### config.mk
export PLATFORM = sky130hd
export DESIGN_NAME = water_alarm_ctrl
export DESIGN_NICKNAME = d
export VERILOG_FILES = /design/src/rtl/water_pkg.sv /design/src/rtl/wl_debounce.sv /design/src/rtl/water_alarm_ctrl.sv
export SDC_FILE = /design/constraint.sdc
export NUM_CORES = 1
export LEC_CHECK = 0
export CAP_MARGIN = 30
export CORE_MARGIN = 5
export CORE_UTILIZATION = 58
export DETAILED_ROUTE_END_ITERATION = 10
export GPL_TIMING_DRIVEN = 0
export MAX_ROUTING_LAYER = met4
export PLACE_DENSITY = 0.79
export REMOVE_ABC_BUFFERS = 1
export SYNTH_ARGS = -nofsm -noshare
export SYNTH_HDL_FRONTEND = slang
export SYNTH_HIERARCHICAL = 1
export SYNTH_SLANG_ARGS = --single-unit
### constraint.sdc
create_clock -name clk -period 3.8 [get_ports clk]
set_input_delay 0.76 -clock clk [delete_from_list [all_inputs] [get_ports clk]]
set_output_delay 0.76 -clock clk [all_outputs]
set_load 0.02 [all_outputs]
### src/rtl/water_pkg.sv
// Shared types for the water-level alarm controller.
// Holds level/state enums, legal indicator codes and the code decoder.
package water_pkg;

    typedef enum logic [1:0] {
        LVL_NORMAL = 2'd0,
        LVL_LOW    = 2'd1,
        LVL_MID    = 2'd2,
        LVL_HIGH   = 2'd3
    } level_t;

    typedef enum logic [1:0] {
        ST_IDLE    = 2'd0,
        ST_MONITOR = 2'd1,
        ST_ALARM   = 2'd2,
        ST_ACKED   = 2'd3
    } state_t;

    localparam logic [2:0] CODE_NORMAL = 3'b000;
    localparam logic [2:0] CODE_LOW    = 3'b001;
    localparam logic [2:0] CODE_MID    = 3'b011;
    localparam logic [2:0] CODE_HIGH   = 3'b100;

    typedef struct packed {
        logic   fault;
        level_t level;
    } dec_t;

    // Illegal indicator codes fail safe to HIGH and flag a fault.
    function automatic dec_t decode(input logic [2:0] code);
        dec_t d;
        d.fault = 1'b0;
        d.level = LVL_HIGH;
        case (code)
            CODE_NORMAL: d.level = LVL_NORMAL;
            CODE_LOW:    d.level = LVL_LOW;
            CODE_MID:    d.level = LVL_MID;
            CODE_HIGH:   d.level = LVL_HIGH;
            default:     d.fault = 1'b1;
        endcase
        return d;
    endfunction

endpackage

### src/rtl/wl_debounce.sv
// Tick-sampled debouncer for the decoded water-level code.
// Ports: clk, reset, clear, tick, raw in; level, fault, level_nxt out.
module wl_debounce
    import water_pkg::*;
#(
    parameter int unsigned DEBOUNCE_TICKS = 4
) (
    input  logic       clk,
    input  logic       reset,
    input  logic       clear,
    input  logic       tick,
    input  logic [2:0] raw,
    output level_t     level,
    output logic       fault,
    output level_t     level_nxt
);

    localparam logic [3:0] DB = 4'(DEBOUNCE_TICKS);

    dec_t       dec;
    dec_t       cand_q, cand_d;
    logic [3:0] cnt_q, cnt_d;
    logic [3:0] run;
    level_t     lvl_q, lvl_d;
    logic       flt_q, flt_d;

    always_comb begin
        dec    = decode(raw);
        cand_d = cand_q;
        cnt_d  = cnt_q;
        lvl_d  = lvl_q;
        flt_d  = flt_q;
        run    = 4'd1;
        if (tick) begin
            if (dec == cand_q) begin
                run = cnt_q + 4'd1;
            end
            cand_d = dec;
            // Count reloads to 0 on acceptance; a still-stable code just
            // re-accepts the same value every DEBOUNCE_TICKS ticks.
            if (run == DB) begin
                lvl_d = dec.level;
                flt_d = dec.fault;
                cnt_d = 4'd0;
            end else begin
                cnt_d = run;
            end
        end
    end

    always_ff @(posedge clk) begin
        if (reset || clear) begin
            cand_q <= '{fault: 1'b0, level: LVL_NORMAL};
            cnt_q  <= 4'd0;
            lvl_q  <= LVL_NORMAL;
            flt_q  <= 1'b0;
        end else begin
            cand_q <= cand_d;
            cnt_q  <= cnt_d;
            lvl_q  <= lvl_d;
            flt_q  <= flt_d;
        end
    end

    assign level     = lvl_q;
    assign fault     = flt_q;
    assign level_nxt = clear ? LVL_NORMAL : lvl_d;

endmodule

### src/rtl/water_alarm_ctrl.sv
// Water-level alarm controller: debounce, alarm FSM, blink and pump timers.
// Ports: clk, reset, en, warn_led, tick, ack in; level_code, buzzer,
// blink_led, pump_on, alarm_latched, fault out.
module water_alarm_ctrl
    import water_pkg::*;
#(
    parameter int unsigned DEBOUNCE_TICKS  = 4,
    parameter int unsigned BLINK_TICKS     = 8,
    parameter int unsigned PUMP_HOLD_TICKS = 16
) (
    input  logic       clk,
    input  logic       reset,
    input  logic       en,
    input  logic [2:0] warn_led,
    input  logic       tick,
    input  logic       ack,
    output logic [1:0] level_code,
    output logic       buzzer,
    output logic       blink_led,
    output logic       pump_on,
    output logic       alarm_latched,
    output logic       fault
);

    localparam logic [7:0] BL_LAST = 8'(BLINK_TICKS - 1);
    localparam logic [7:0] PH_LAST = 8'(PUMP_HOLD_TICKS - 1);

    level_t     lvl;
    level_t     lvl_nxt;
    logic       flt;

    state_t     state_q, state_d;
    logic       buz_q, buz_d;
    logic [7:0] bcnt_q, bcnt_d;
    logic       entry_q, entry_d;
    logic       blink_q, blink_d;
    logic [7:0] lcnt_q, lcnt_d;
    logic       hold_q, hold_d;
    logic [7:0] hcnt_q, hcnt_d;

    wl_debounce #(
        .DEBOUNCE_TICKS(DEBOUNCE_TICKS)
    ) u_deb (
        .clk      (clk),
        .reset    (reset),
        .clear    (~en),
        .tick     (tick),
        .raw      (warn_led),
        .level    (lvl),
        .fault    (flt),
        .level_nxt(lvl_nxt)
    );

    always_comb begin
        state_d = state_q;
        buz_d   = buz_q;
        bcnt_d  = bcnt_q;
        entry_d = entry_q;
        blink_d = blink_q;
        lcnt_d  = lcnt_q;
        hold_d  = hold_q;
        hcnt_d  = hcnt_q;

        unique case (state_q)
            ST_IDLE: begin
                state_d = ST_MONITOR;
            end
            ST_MONITOR: begin
                // Uses the incoming level so the alarm latches on the
                // same edge level_code turns HIGH.
                if (lvl_nxt == LVL_HIGH) begin
                    state_d = ST_ALARM;
                    buz_d   = 1'b1;
                    bcnt_d  = 8'd0;
                    entry_d = 1'b1;
                end
            end
            ST_ALARM: begin
                entry_d = 1'b0;
                // First ALARM cycle ignores ack.
                if (ack && !entry_q) begin
                    state_d = ST_ACKED;
                    buz_d   = 1'b0;
                    bcnt_d  = 8'd0;
                end else if (tick) begin
                    if (bcnt_q == BL_LAST) begin
                        bcnt_d = 8'd0;
                        buz_d  = ~buz_q;
                    end else begin
                        bcnt_d = bcnt_q + 8'd1;
                    end
                end
            end
            ST_ACKED: begin
                if (lvl_nxt != LVL_HIGH) begin
                    state_d = ST_MONITOR;
                end
            end
            default: state_d = ST_IDLE;
        endcase

        // Blink phase restarts lit each time the level enters MID.
        if (lvl != LVL_MID) begin
            blink_d = 1'b1;
            lcnt_d  = 8'd0;
        end else if (tick) begin
            if (lcnt_q == BL_LAST) begin
                lcnt_d  = 8'd0;
                blink_d = ~blink_q;
            end else begin
                lcnt_d = lcnt_q + 8'd1;
            end
        end

        // Hold stays armed while at or above MID; counts down after.
        if (lvl[1]) begin
            hold_d = 1'b1;
            hcnt_d = 8'd0;
        end else if (hold_q && tick) begin
            if (hcnt_q == PH_LAST) begin
                hold_d = 1'b0;
                hcnt_d = 8'd0;
            end else begin
                hcnt_d = hcnt_q + 8'd1;
            end
        end

        if (!en) begin
            state_d = ST_IDLE;
            buz_d   = 1'b0;
            bcnt_d  = 8'd0;
            entry_d = 1'b0;
            blink_d = 1'b1;
            lcnt_d  = 8'd0;
            hold_d  = 1'b0;
            hcnt_d  = 8'd0;
        end
    end

    always_ff @(posedge clk) begin
        if (reset) begin
            state_q <= ST_IDLE;
            buz_q   <= 1'b0;
            bcnt_q  <= 8'd0;
            entry_q <= 1'b0;
            blink_q <= 1'b1;
            lcnt_q  <= 8'd0;
            hold_q  <= 1'b0;
            hcnt_q  <= 8'd0;
        end else begin
            state_q <= state_d;
            buz_q   <= buz_d;
            bcnt_q  <= bcnt_d;
            entry_q <= entry_d;
            blink_q <= blink_d;
            lcnt_q  <= lcnt_d;
            hold_q  <= hold_d;
            hcnt_q  <= hcnt_d;
        end
    end

    assign level_code    = lvl;
    assign fault         = flt;
    assign buzzer        = buz_q && (state_q == ST_ALARM);
    assign blink_led     = (lvl == LVL_HIGH) || ((lvl == LVL_MID) && blink_q);
    assign pump_on       = lvl[1] || hold_q;
    assign alarm_latched = (state_q == ST_ALARM) || (state_q == ST_ACKED);

endmodule
After elaboration in Yosys (flattened, before gate mapping)

Index checks and enable logic that the tools add are counted.
Widths: inputs -> output; s select.

Reductions and logical operators: 25
Add/subtract/negate cells: 4
Multiplexer cells: 28
Bitwise operators: 3
Equality and inequality tests: 21

Operators by type and width:

| operator            | count |
|---|---|
| $mux 8              | 6 |
| $add 8x1->8 const B | 3 |
| $eq 8x3->1 const B  | 2 |
| $pmux 8 s2          | 1 |
| $mux 2              | 6 |
| $mux 4              | 3 |
| $eq 2x2->1 const B  | 5 |
| $ne 2x2->1 const B  | 5 |
| $eq 8x4->1 const B  | 1 |
| $mux 1              | 8 |
| $pmux 2 s4          | 1 |
| $reduce_and 2->1    | 4 |
| $ne 3x3->1 const B  | 2 |
| $pmux 2 s3          | 1 |
| $reduce_and 3->1    | 2 |
| $reduce_bool 2->1   | 3 |
| $reduce_or 3->1     | 2 |
| $add 4x1->4 const B | 1 |
| $eq 4x3->1 const B  | 1 |
| $logic_and 1x1->1   | 4 |
| $logic_or 1x1->1    | 4 |
| $pmux 1 s2          | 2 |
| $reduce_and 4->1    | 1 |
| $reduce_or 4->1     | 1 |
| other kinds (10)    | 12 |

Logic and storage cells: 94
Bits of input ports: 8
Bits in registers: 40

Longest topological paths before layout

Depth after elaboration: 13
Depth in mapped cells: 11
Mapped depth without buffers: 10

By module

The synthesis kept the hierarchy.

By module, submodules not included:

| module           | cells each | area an instance (um2) | seq. area each (um2) | times used |
|---|---|---|---|---|
| water_alarm_ctrl | 172        | 1501.4                 | 600.6                | 1 |
| wl_debounce      | 66         | 576.8                  | 200.2                | 1 |

Least setup slack after synthesis

Ideal clock, no wire load.

Path type: input-to-reg
Start point: input port warn_led[2]
End point: register bcnt_q[3]
Setup slack: 0.762 ns
Cell stages on the path: 11
Buffers on the path: 2
Data required time: 3.730 ns
Arrival: 2.968 ns
Cells stage by stage: or4_1 a31oi_1 o31a_1 buf_6 a31oi_1 a211oi_1 and3_1 o32ai_2 buf_2 or3_1 a21oi_1

Cells in the longest elaborated chain, start to end: 13

RTL lines:

| what                               | line                    | source |
|---|---|---|
| from (decl)                        | water_alarm_ctrl.sv:14  | `input logic [2:0] warn_led,` |
| $eq 3x1->1 (tied with other cells) | water_pkg.sv:34         | `case (code)` |
| $reduce_or 4->1 (no line)          | n/a                     |  |
| $mux 1                             | water_pkg.sv:34         |  |
| $eq 3x3->1                         | wl_debounce.sv:35       | `if (dec == cand_q) begin` |
| $mux 4                             | wl_debounce.sv:35       |  |
| $mux 4                             | wl_debounce.sv:34       | `if (tick) begin` |
| $eq 4x3->1                         | wl_debounce.sv:41       | `if (run == DB) begin` |
| $mux 2 *                           | wl_debounce.sv:41       |  |
| $mux 2 *                           | wl_debounce.sv:34       |  |
| $mux 2 *                           | wl_debounce.sv:67       | `assign level_nxt = clear ? LVL_NORMAL : lvl_d;` |
| via lvl_nxt[0]                     | water_alarm_ctrl.sv:29  | `level_t lvl_nxt;` |
| $eq 2x2->1 *                       | water_alarm_ctrl.sv:71  | `if (lvl_nxt == LVL_HIGH) begin` |
| $ne 2x2->1 (no line) *             | n/a                     |  |
| $reduce_and 3->1 (no line) *       | n/a                     |  |
| to (signal assigned)               | water_alarm_ctrl.sv:153 | `bcnt_q <= bcnt_d;` |
| to (decl)                          | water_alarm_ctrl.sv:34  | `logic [7:0] bcnt_q, bcnt_d;` |

Mark *: on every way through the listed nets, which the timed path passes. The rest lies on a longest branch. The select of a mux whose other input is x is not followed.
A chain may end at the register's enable or synchronous reset.

Final worst setup path

Start point: input port warn_led[0]
End point: register bcnt_q[5]

Same word-level chain as after synthesis.

==> impl_results.md <==
- Initial Utilization: 0.6084
- Critical R2R Capture: bcnt_q[5]
- Die area: 0.004880 mm2
- Layout cells sized above 1: 0.08984
- Crit. Startpoint: warn_led[0]
- Worst Path Arrival: 3.84 ns
- Worst reg2reg path startpoint: u_deb/cnt_q[0]
- Crit Path Max Fanout: 14
- WL per Instance: 12.84 um
- Final Hold Viols: 0
- Area after DPL: 0.002266 mm2
- Status: finished clean
- Finished Cell Area: 0.002340 mm2
- Post-synth cell types: 45
- Gr usage total: 0.1746
- Inserted Diodes: 0
- Register area share after synthesis: 0.3853
- Top cells by area, synth: dfxtp_1 39%, nor2_1 6.0%, ha_1 4.8%
- Core area: 0.003416 mm2
- Clock skew: 0.003337 ns
- Min Hold Slack: 0.4958 ns
- Minimum clock period: 3.559 ns
- Cts hold-fix bufs: 0
- # DRC: 0
- CTS resizes: 0
- Syn avg cell area: 8.732 um2
- First-pass GRT wire length: 6.913 mm
- CTS tree: built
- Layout area overhead: 12.58%
- Slew @ Worst Pin: 0.7642 ns
- EDFF count, synth: 0
- Die Wd: 69.86 um
- Clk_lat worst skew: 0.34 ns
- FF-to-FF setup slack: 0.70 ns
- Yosys top cell by area: dfxtp_1
- Nets: 271
- Top cell type's share of synthesized area: 0.3853
- Worst reg2reg path depth: 10
- Final max-slew violation count: 0
- IO Count: 15
- Port bufs: 14
- Main flop type after synthesis: dfxtp_1
- Crit path kind: in2reg
- Worst IR Drop VDD: 0.2652 mV
- RSZ-0062 raised after global routing: no
- Via/cell ratio: 5.656
- Slew margin rel.: 0.4905
- Critical path capture point type: flop
- Final GP Congestion: 0.7777
- Max-cap violation count: 0
- Worst setup path endpoint: bcnt_q[5]
- Ys async rst share: 0
- Final HPWL DP: 2.739 mm
- Synthesized instance count: 238
- WL final: 3.879 mm
- Yosys warnings: 6
- Critical path launch point type: input pin
- Pleak: 0.7786 nW
- Max H-tree Level: 2
- CTS max path bufs: 2
- Post-route clock period utilization: 0.9366
- Clock Tree Root: clkbuf_4
- #FFs+latches synth: 40
- Initial antenna violation count: 0
- Routed Antenna Nets: 0
- Vias in the first global route: 1,577
- CP required: 4.08 ns
- Worst-path clk slew: 0.11 ns
- Vias after detailed routing: 1,708
- PwrDens: 308.8 mW/mm2
- Hold Path Class: reg2reg
- First-pass iteration count of the detailed router: 4
- Clock Sinks: 40
- Total CTS buffers: 5
- Final setup viols: 0
- Post-Syn Area: 0.002078 mm2
- Cell Rows: 21
- Pin count of the biggest net entering global routing: 25
- Fmax: 281.0 MHz
- DR iter-0 viols: 89
- Grt ovf: 0
- Die Ht: 69.86 um
[flip-flops by register name, summed over array words and instances, names as in the netlist, 2 cells and up]
| register | cells |
|---|---|
| hcnt_q | 8 |
| state_q | 2 |
| u_deb/cand_q | 3 |
| lcnt_q | 8 |
| bcnt_q | 8 |
| u_deb/level | 2 |
| u_deb/cnt_q | 4 |
[repair_timing]
action | in CTS | in global routing
endpoints found under the hold margin | 0 | 0
setup endpoints to repair | 0 | 4
setup buffers | 0 | 2
[report_power, final]
group / switching, W / internal [W] / leakage, nW
clock network: 0.000136 / 0.0000915 / 0.0326
logic: 0.0000372 / 0.0000296 / 0.423
registers: 0.00000487 / 0.000423 / 0.323
[routing by layer]
| layer | vias up | share of wire | GRT usage |
|---|---|---|---|
| met2 | 27 | 0.44 | 0.2634 |
| met3 | 7 | 0.044 | 0.04878 |
| met1 | 782 | 0.50 | 0.2259 |
| met4 | 0 | 0.013 | 0.05745 |
| li1 | 892 | - | - |
| met5 | - | 0 | - |
[worst max-delay path, cell delays in order]
cell and delay, ns:
clkdlybuf4s50_1 0.59, mux2i_1 0.33, o21ai_0 0.12, o31a_1 0.14, buf_4 0.16, and3_2 0.25
a211oi_1 0.32, and3_1 0.27, o32ai_2 0.20, or4_1 0.54, a21oi_1 0.15
[worst min path at each step]
| stage | cells past startpoint | start | endpoint | slack [ns] |
|---|---|---|---|---|
| 2_1_floorplan | 2 | hcnt_q[1] | hcnt_q[1] | 0.45 |
| 3_3_place_gp | 2 | entry_q | entry_q | 0.47 |
| 4_1_cts | 2 | u_deb/cand_q[2] | u_deb/cand_q[2] | 0.50 |
| 3_5_place_dp | 2 | entry_q | entry_q | 0.48 |
| 6_report | 2 | entry_q | entry_q | 0.50 |
| 5_1_grt | 2 | u_deb/cand_q[2] | u_deb/cand_q[2] | 0.51 |
[placed cells by master (no fill, tap or decap), drive strengths merged, types with 4 or more instances in the layout]
cell type	Yosys	final
inv	6	6
o21ai	7	7
or4	7	7
nor3b	4	4
clkdlybuf4s50	0	14
xnor2	10	10
nand3	14	14
a21oi	12	12
nand2	11	11
nand2b	8	8
a211oi	12	12
nor2	33	33
xor2	8	8
ha	8	8
nor3	8	8
or2	4	4
a31oi	6	6
dfxtp	40	40
clkbuf	3	8
[kinds of logic (layout without fill, tap and decap cells)]
| logic type | count (synthesis) | after routing | synth area share |
|---|---|---|---|
| fa+ha+maj | 8 | 8 | 0.04817 |
| mux | 3 | 3 | 0.01445 |
| compound gates | 48 | 48 | 0.1577 |
| flops | 40 | 40 | 0.3853 |
| simple gates | 108 | 108 | 0.2896 |
| xor+xnor | 18 | 18 | 0.07586 |
| buf+inv | 13 | 31 | 0.02889 |
[cells in the mapped netlist (4+ instances only)]
master	instances
xnor2_1	10
nand2_1	11
or4_1	7
a211oi_1	12
dfxtp_1	40
inv_1	6
a31oi_1	6
nor3_1	8
a21oi_1	11
ha_1	8
nand3_1	14
nor2_1	33
nand2b_1	7
xor2_1	8
or2_2	4
o21ai_0	7
[stage by stage]
stage,cells,utilization,setup TNS [ns],power [W],worst slack (ns)
after global routing,302,0.6850,0,0.0007568,0.05586
final,302,0.6850,0,0.0007225,0.2410
after CTS,300,0.6806,0,0.0007228,0.1226
after detailed placement,292,0.6634,-0.8892,0.0005010,-0.2283
after floorplan,231,-,0,0.0004726,0.6279
after global placement,291,0.6553,-1.211,0.0004969,-0.2693
[layout make-up]
type                            count  area [um2]
Clock buffer                        8       58.81
Timing Repair Buffer               17       182.7
Sequential cell                    40       800.8
Inverter                            6       22.52
Multi-Input combinational cell    185        1217
Tap cell                           46       57.56
Fill cell                         286        1076
No activity file was read; power rests on OpenSTA's default activity.
